`config.mk`:
```
export PLATFORM = sky130hd
export DESIGN_NAME = instr_stream_encoder
export DESIGN_NICKNAME = d
export VERILOG_FILES = /design/src/rtl/cpu_isa_pkg.sv /design/src/rtl/instr_pack.sv /design/src/rtl/instr_stream_encoder.sv
export SDC_FILE = /design/constraint.sdc
export NUM_CORES = 1
export LEC_CHECK = 0
export BUFFER_PORTS_ARGS = -buffer_cell sky130_fd_sc_hd__buf_2
export CAP_MARGIN = 40
export CORE_MARGIN = 3
export CORE_UTILIZATION = 45
export CTS_CLUSTER_SIZE = 10
export DETAILED_ROUTE_END_ITERATION = 8
export HOLD_SLACK_MARGIN = 0.02
export PLACE_DENSITY = 0.77
export SYNTH_ARGS = -nofsm -noshare
export SYNTH_HDL_FRONTEND = slang
export SYNTH_SLANG_ARGS = --single-unit
```
`constraint.sdc`:
```
create_clock -name Clk -period 1.5 [get_ports Clk]
set_input_delay 0.15 -clock Clk [delete_from_list [all_inputs] [get_ports Clk]]
set_output_delay 0.15 -clock Clk [all_outputs]
set_load 0.05 [all_outputs]
```
`src/rtl/cpu_isa_pkg.sv`:
```
// MIPS opcode/func constants and the mnemonic enumeration shared by the
// instruction encoder and the control-unit decoder.
package cpu_isa_pkg;

  localparam logic [5:0] OP_RTYPE = 6'b000000;
  localparam logic [5:0] OP_ADDI  = 6'b001000;
  localparam logic [5:0] OP_ANDI  = 6'b001100;
  localparam logic [5:0] OP_ORI   = 6'b001101;
  localparam logic [5:0] OP_LW    = 6'b100011;
  localparam logic [5:0] OP_SW    = 6'b101011;
  localparam logic [5:0] OP_BEQ   = 6'b000100;
  localparam logic [5:0] OP_BNE   = 6'b000101;
  localparam logic [5:0] OP_J     = 6'b000010;

  localparam logic [5:0] FN_ADD   = 6'b100000;
  localparam logic [5:0] FN_SUB   = 6'b100010;
  localparam logic [5:0] FN_AND   = 6'b100100;
  localparam logic [5:0] FN_OR    = 6'b100101;

  typedef enum logic [3:0] {
    MN_ADD  = 4'd0,
    MN_SUB  = 4'd1,
    MN_AND  = 4'd2,
    MN_OR   = 4'd3,
    MN_ADDI = 4'd4,
    MN_ANDI = 4'd5,
    MN_ORI  = 4'd6,
    MN_LW   = 4'd7,
    MN_SW   = 4'd8,
    MN_BEQ  = 4'd9,
    MN_BNE  = 4'd10,
    MN_J    = 4'd11
  } mnem_e;

  function automatic logic [31:0] pack_r(input logic [4:0] rs, input logic [4:0] rt,
                                         input logic [4:0] rd, input logic [5:0] fn);
    return {OP_RTYPE, rs, rt, rd, 5'd0, fn};
  endfunction

  function automatic logic [31:0] pack_i(input logic [5:0] op, input logic [4:0] rs,
                                         input logic [4:0] rt, input logic [15:0] imm);
    return {op, rs, rt, imm};
  endfunction

  function automatic logic [31:0] pack_j(input logic [25:0] tgt);
    return {OP_J, tgt};
  endfunction

endpackage

```
`src/rtl/instr_pack.sv`:
```
// Combinational packer: mnemonic plus operand fields to a 32-bit MIPS word.
// Codes outside the enumeration raise o_illegal and yield a zero word.
module instr_pack
  import cpu_isa_pkg::*;
(
  input  logic [3:0]  i_mnem,
  input  logic [4:0]  i_rs,
  input  logic [4:0]  i_rt,
  input  logic [4:0]  i_rd,
  input  logic [15:0] i_imm,
  input  logic [25:0] i_target,
  output logic [31:0] o_word,
  output logic        o_illegal
);

  always_comb begin
    o_word    = '0;
    o_illegal = 1'b0;
    case (i_mnem)
      MN_ADD:  o_word = pack_r(i_rs, i_rt, i_rd, FN_ADD);
      MN_SUB:  o_word = pack_r(i_rs, i_rt, i_rd, FN_SUB);
      MN_AND:  o_word = pack_r(i_rs, i_rt, i_rd, FN_AND);
      MN_OR:   o_word = pack_r(i_rs, i_rt, i_rd, FN_OR);
      MN_ADDI: o_word = pack_i(OP_ADDI, i_rs, i_rt, i_imm);
      MN_ANDI: o_word = pack_i(OP_ANDI, i_rs, i_rt, i_imm);
      MN_ORI:  o_word = pack_i(OP_ORI, i_rs, i_rt, i_imm);
      MN_LW:   o_word = pack_i(OP_LW, i_rs, i_rt, i_imm);
      MN_SW:   o_word = pack_i(OP_SW, i_rs, i_rt, i_imm);
      MN_BEQ:  o_word = pack_i(OP_BEQ, i_rs, i_rt, i_imm);
      MN_BNE:  o_word = pack_i(OP_BNE, i_rs, i_rt, i_imm);
      MN_J:    o_word = pack_j(i_target);
      default: o_illegal = 1'b1;
    endcase
  end

endmodule

```
`src/rtl/instr_stream_encoder.sv`:
```
// Streams symbolic instruction requests into consecutive IMEM words through a
// one-cycle registered write port; tracks fill level and flags illegal mnemonics.
module instr_stream_encoder
  import cpu_isa_pkg::*;
#(
  parameter int ADDR_W = 6
) (
  input  logic              Clk,
  input  logic              Rst,
  input  logic              Clr,
  input  logic              In_valid,
  output logic              In_ready,
  input  logic [3:0]        Mnem,
  input  logic [4:0]        Rs,
  input  logic [4:0]        Rt,
  input  logic [4:0]        Rd,
  input  logic [15:0]       Imm,
  input  logic [25:0]       Target,
  output logic              Wr_en,
  output logic [ADDR_W-1:0] Wr_addr,
  output logic [31:0]       Wr_data,
  output logic [ADDR_W:0]   Count,
  output logic              Full,
  output logic              Err
);

  localparam logic [ADDR_W:0] CNT_ONE = (ADDR_W+1)'(1);

  logic [31:0]       w_word_p0;
  logic              w_illegal_p0;
  logic              w_accept_p0;
  logic              w_write_p0;
  logic              w_full;

  logic              r_vld_p1;
  logic              r_err_p1;
  logic [ADDR_W-1:0] r_wr_addr_p1;
  logic [31:0]       r_wr_data_p1;
  logic [ADDR_W:0]   r_count;

  instr_pack u_pack (
    .i_mnem    (Mnem),
    .i_rs      (Rs),
    .i_rt      (Rt),
    .i_rd      (Rd),
    .i_imm     (Imm),
    .i_target  (Target),
    .o_word    (w_word_p0),
    .o_illegal (w_illegal_p0)
  );

  // Count never exceeds 2**ADDR_W, so its MSB alone marks the full state.
  assign w_full      = r_count[ADDR_W];
  assign In_ready    = ~w_full & ~Clr;
  assign w_accept_p0 = In_valid & In_ready;
  assign w_write_p0  = w_accept_p0 & ~w_illegal_p0;

  // p0 -> p1: request accepted this cycle becomes the registered IMEM write
  always_ff @(posedge Clk) begin
    if (Rst) begin
      r_vld_p1 <= 1'b0;
      r_err_p1 <= 1'b0;
      r_count  <= '0;
    end else if (Clr) begin
      r_vld_p1 <= 1'b0;
      r_err_p1 <= 1'b0;
      r_count  <= '0;
    end else begin
      r_vld_p1 <= w_write_p0;
      r_err_p1 <= w_accept_p0 & w_illegal_p0;
      if (w_write_p0) begin
        r_count <= r_count + CNT_ONE;
      end
    end
  end

  // Address and data only move on a legal write so they hold the last word.
  always_ff @(posedge Clk) begin
    if (Rst) begin
      r_wr_addr_p1 <= '0;
      r_wr_data_p1 <= '0;
    end else if (w_write_p0) begin
      r_wr_addr_p1 <= r_count[ADDR_W-1:0];
      r_wr_data_p1 <= w_word_p0;
    end
  end

  assign Wr_en   = r_vld_p1;
  assign Wr_addr = r_wr_addr_p1;
  assign Wr_data = r_wr_data_p1;
  assign Count   = r_count;
  assign Full    = w_full;
  assign Err     = r_err_p1;

endmodule

```
# Yosys cells after proc, flatten, opt, wreduce, memory -nomap -nowiden
# Index checks and enable logic that the tools add are counted.
# word_totals
register_bits	47
latch_bits	0
ram_bits	0
rom_bits	0
inputBits	65
elab_cells	28
mem_count	0
# classes
n_addsub	1
mul	0
div	0
order_cmp	0
n_eq_ne	11
shifts	0
mux	2
bitwise	6
reduce_logical	3
# op_table
op	n
one-hot mux 32 bit (12 select lines)	1
equality test 4 x 3 -> 1 bit (second input constant)	4
equality test 4 bit (second input constant)	4
OR reduction 12 bit	1
equality test 4 x 2 -> 1 bit (second input constant)	2
adder 7 x 1 -> 7 bit (second input constant)	1
bitwise AND 1 bit	4
equality test 4 x 1 -> 1 bit (second input constant)	1
zero test 4 bit	1
inverter 1 bit	2
OR reduction 2 bit	1
2-to-1 mux 1 bit	1

# Logic depth before layout (Yosys ltp)
# depth
word_depth	4
ltp_mapped	7
mapped_depth_nobuf	5

# Cells and area by module
# From an unflattened synthesis, not the netlist that was laid out.
# unflattened
cells_unflattened	321
area_unflattened_um2	2437.3
# by_module_without_submodules
mod	n_inst	cells_per_inst	area_per_inst_um2	seq_area_each_um2
instr_stream_encoder	1	208	1667.8	940.9
instr_pack	1	113	769.5	0.0

# Least setup slack after synthesis
# Ideal clock, no wire load.
# synth_timing
path_type	flip-flop to flip-flop
start	register r_count[6], in the netlist Count[6]
end	register r_count[6], in the netlist Count[6]
setup_ns	0.126
t_arrival_ns	1.527
setup_slack_ns	-0.153
path_stages_with_launch	7
path_buffers	2
cell_sequence	dfxtp_1 > nor3b_2 > and2_1 > buf_4 > buf_8 > a41oi_1 > nor2_1
# synth_via
elab_chain_cells	4
elab_cells_between_ends	5
cone_classes	add/sub: 1; bitwise: 4
# synth_rtl
element	line	rtl
start, declared	instr_stream_encoder.sv:39	logic [ADDR_W:0] r_count;
start signal, assigned	instr_stream_encoder.sv:72	r_count <= r_count + CNT_ONE;
branches (longest 4 deep; another with adder 7 x 1 -> 7 bit)	-	
# Several ways; the timed one is not identified.
# A chain may end at the register's enable or synchronous reset.

# Worst setup path in the final report
# layout_timing
start	register r_count[6], in the netlist Count[6]
end	register r_wr_data_p1[26], in the netlist Wr_data[26]
# layout_via
elab_chain_cells	4
# layout_rtl
element	line	rtl
inverter 1 bit	instr_stream_encoder.sv:54	assign In_ready = ~w_full & ~Clr;
bitwise AND 1 bit	instr_stream_encoder.sv:54	
bitwise AND 1 bit	instr_stream_encoder.sv:55	assign w_accept_p0 = In_valid & In_ready;
bitwise AND 1 bit	instr_stream_encoder.sv:56	assign w_write_p0 = w_accept_p0 & ~w_illegal_p0;
end signal, assigned	instr_stream_encoder.sv:84	r_wr_data_p1 <= w_word_p0;
end, declared	instr_stream_encoder.sv:38	logic [31:0] r_wr_data_p1;
# Every way passes these cells.

==> impl_metrics.tcl <==
set metrics [dict create \
    worst-path-max-fanout 28 \
    synth_edf_count 0 \
    hpwl_mm 4.38 \
    final_cells 414 \
    combPwrFrac 0.221 \
    nets 427 \
    period_needed_ns 1.38 \
    power_frac_clock 0.321 \
    rsz0062_at_grt "false" \
    dieHeight_um 75.0 \
    powerDensity_nw_per_um2 994 \
    clk_pin_slew_ns 0.09 \
    worst_pin_slew_ns 0.815 \
    power_leakage_nw 1.32 \
    drc 0 \
    vias 2184 \
    postPlaceCellArea_um2 2740 \
    ys_async_sr_fraction 0 \
    worstSetupEndpoint "Wr_data[26]$_SDFFE_PP0P_" \
    overflow 0 \
    vias_per_cell 5.28 \
    placed_cells 406 \
    ys_types 41 \
    wl_per_cell_um 14.4 \
    crit_type "reg2reg" \
    drt_iter0_drc 99 \
    crit_start "Count[6]$_SDFFE_PP0P_" \
    clock-sinks 46 \
    netlist_area_um2 2140 \
    min_path_type "in2reg" \
    synth_ff_type "dfxtp_1" \
    antenna_found_initial 0 \
    numCtsBuffers 5 \
    area_delta_synth_final_pct 33.4 \
    cts_tree "done" \
    drv_cap 0 \
    yosys_register_bits 46 \
    synth_common_cells "dfxtp_1, nor2_1, nor3_1, nand2_1, a221oi_1" \
    cts_post_setup_buffers_inserted 0 \
    worstSetupStartpointType "register" \
    setup_violations 0 \
    yosys_warnings 0 \
    r2r-end "Wr_data[26]$_SDFFE_PP0P_" \
    cp_data_arrival_time_ns 1.59 \
    antenna_left 0 \
    totalPowerFinal_mw 2.84 \
    design.die.area_um2 5620 \
    place_congestion 0.760 \
    rows 24 \
    grt_max_degree 29 \
    hold_viol 0 \
    postCtsHoldBufs 0 \
    rr_startpoint "Count[6]$_SDFFE_PP0P_" \
    die_w_um 75.0 \
    core_um2 4470 \
    p_sw_mw 0.856 \
    drive_gt1_frac 0.409 \
    grt_pass1_vias 2135 \
    synth_cells 249 \
    worstPathRequired_ns 1.71 \
    tns_ns 0 \
    root_buffer "clkbuf_8" \
    finalClockSkew_ns 0.00624 \
    outcome "completed" \
    seq_area_frac_synth 0.430 \
    clock.fmax_ghz 0.723 \
    peakVddDrop_v 0.000510 \
    start_util 0.478 \
    p_seq_frac 0.458 \
    pin_count 114 \
    syn_avg_cell_area_um2 8.60 \
    htreeDepth 2 \
    syn-num-nets 315 \
    grt_pass1_wl_mm 9.65 \
    slew_viol_final 0 \
    p_int_mw 1.98 \
    grt_usage 0.222 \
    dr.pass1.iters 4 \
    finalCritPeriodShare 0.922 \
    synth_top_cell_area_share 0.430 \
    rrSetupSlack_ns 0.12 \
    drt-total-wl_mm 5.96 \
    stdcell_area_um2 2860 \
    antennaDiodeCount 0 \
    port_buffers 112 \
    cp-end-kind "register" \
    switching_share 0.302 \
    reg2regPathDepth 5 \
    synth_area_leaders "dfxtp_1, a221oi_1, nor2_1" \
    synth_top_cell_by_area "dfxtp_1" \
    slew_headroom 0.456 \
    clkLatencyLatePin_ns 0.30 \
    clk_path_buf_depth 2 \
    whs_ns 0.0837 \
    synth_most_common_cell "dfxtp_1" \
]
==> cell usage in the layout, fill, tap and decap left out, types with 2 or more instances in the layout <==
master and instances:
and3_1 2, nor3_2 2, buf_12 2, nand2_1 21, buf_2 112, dfxtp_1 45
xor2_1 4, nand3_1 5, and2_1 2, a211oi_1 8, clkbuf_8 5, nor3_1 28
nor2_1 38, nand4_1 6, nand2b_1 7, buf_4 13, a21oi_1 17, a221oi_1 19
==> kinds of logic (layout without fill, tap and decap cells) <==
| logic type | after synthesis | count (layout) | synth area share |
|---|---|---|---|
| AOI/OAI and AO/OA | 52 | 52 | 0.182 |
| other | 1 | 1 | 0.00175 |
| adders and majority gates | 1 | 1 | 0.00584 |
| xor gates and xnor gates | 5 | 5 | 0.0205 |
| and+or+nand+nor | 121 | 121 | 0.279 |
| DFF | 46 | 46 | 0.430 |
| buffers and inverters | 23 | 136 | 0.0801 |
==> sequential cells by signal, indices dropped and copies added (netlist names) <==
name and flops:
Count 7, Wr_data 31, Wr_en 1, Wr_addr 6, Err 1
==> layout make-up <==
cell class | instances | area, µm²
Sequential cell | 46 | 922
Timing Repair Buffer | 127 | 698
Inverter | 1 | 3.75
Clock inverter | 2 | 37.5
Tap cell | 52 | 65.1
Multi-Input combinational cell | 180 | 1060
Clock buffer | 6 | 72.6
Fill cell | 405 | 1620
==> through the flow <==
step,setup slack [ns],utilization
floorplan,0.0150,-
global placement,0.0168,0.612
detailed placement,-0.0675,0.612
CTS,0.0695,0.636
global route,0.0105,0.638
finish,0.117,0.638
==> power by group through the flow <==
stage	Combinational (mW)	Clock [mW]	Sequential (mW)
final	0.629	0.910	1.30
after global routing	0.681	0.977	1.31
after CTS	0.627	0.932	1.30
after detailed placement	0.623	0	1.33
after global placement	0.617	0	1.33
after floorplan	0.241	0	1.51
==> what timing repair did <==
| action | CTS | global route |
|---|---|---|
| endpoints found under the setup margin | 0 | 3 |
| resized for setup | 0 | 2 |
| hold endpoints to repair | 0 | 0 |
==> critical path: stages (launching register included) <==
cell,delay (ns)
dfxtp_2,0.36
nor3b_4,0.26
and2_4,0.20
buf_12,0.17
nor2_1,0.06
a311oi_1,0.24
==> layer usage <==
metal  track usage  up-vias  part of all wire
li1              -     1109                 -
met1         0.283      998              0.44
met2         0.375       69              0.48
met3        0.0427        8             0.063
met4        0.0771        0             0.015
met5             0        -                 0
==> worst min-delay path by stage <==
stage / start / endpoint / slack [ns] / cells past startpoint
CTS: In_valid / Err$_SDFF_PP0_ / 0.07 / 3
floorplan: In_valid / Err$_SDFF_PP0_ / 0.27 / 2
global placement: In_valid / Err$_SDFF_PP0_ / 0.40 / 3
global route: In_valid / Err$_SDFF_PP0_ / 0.09 / 3
finish: In_valid / Err$_SDFF_PP0_ / 0.08 / 3
detailed placement: In_valid / Err$_SDFF_PP0_ / 0.40 / 3
Power figures use the tool's default switching activity.
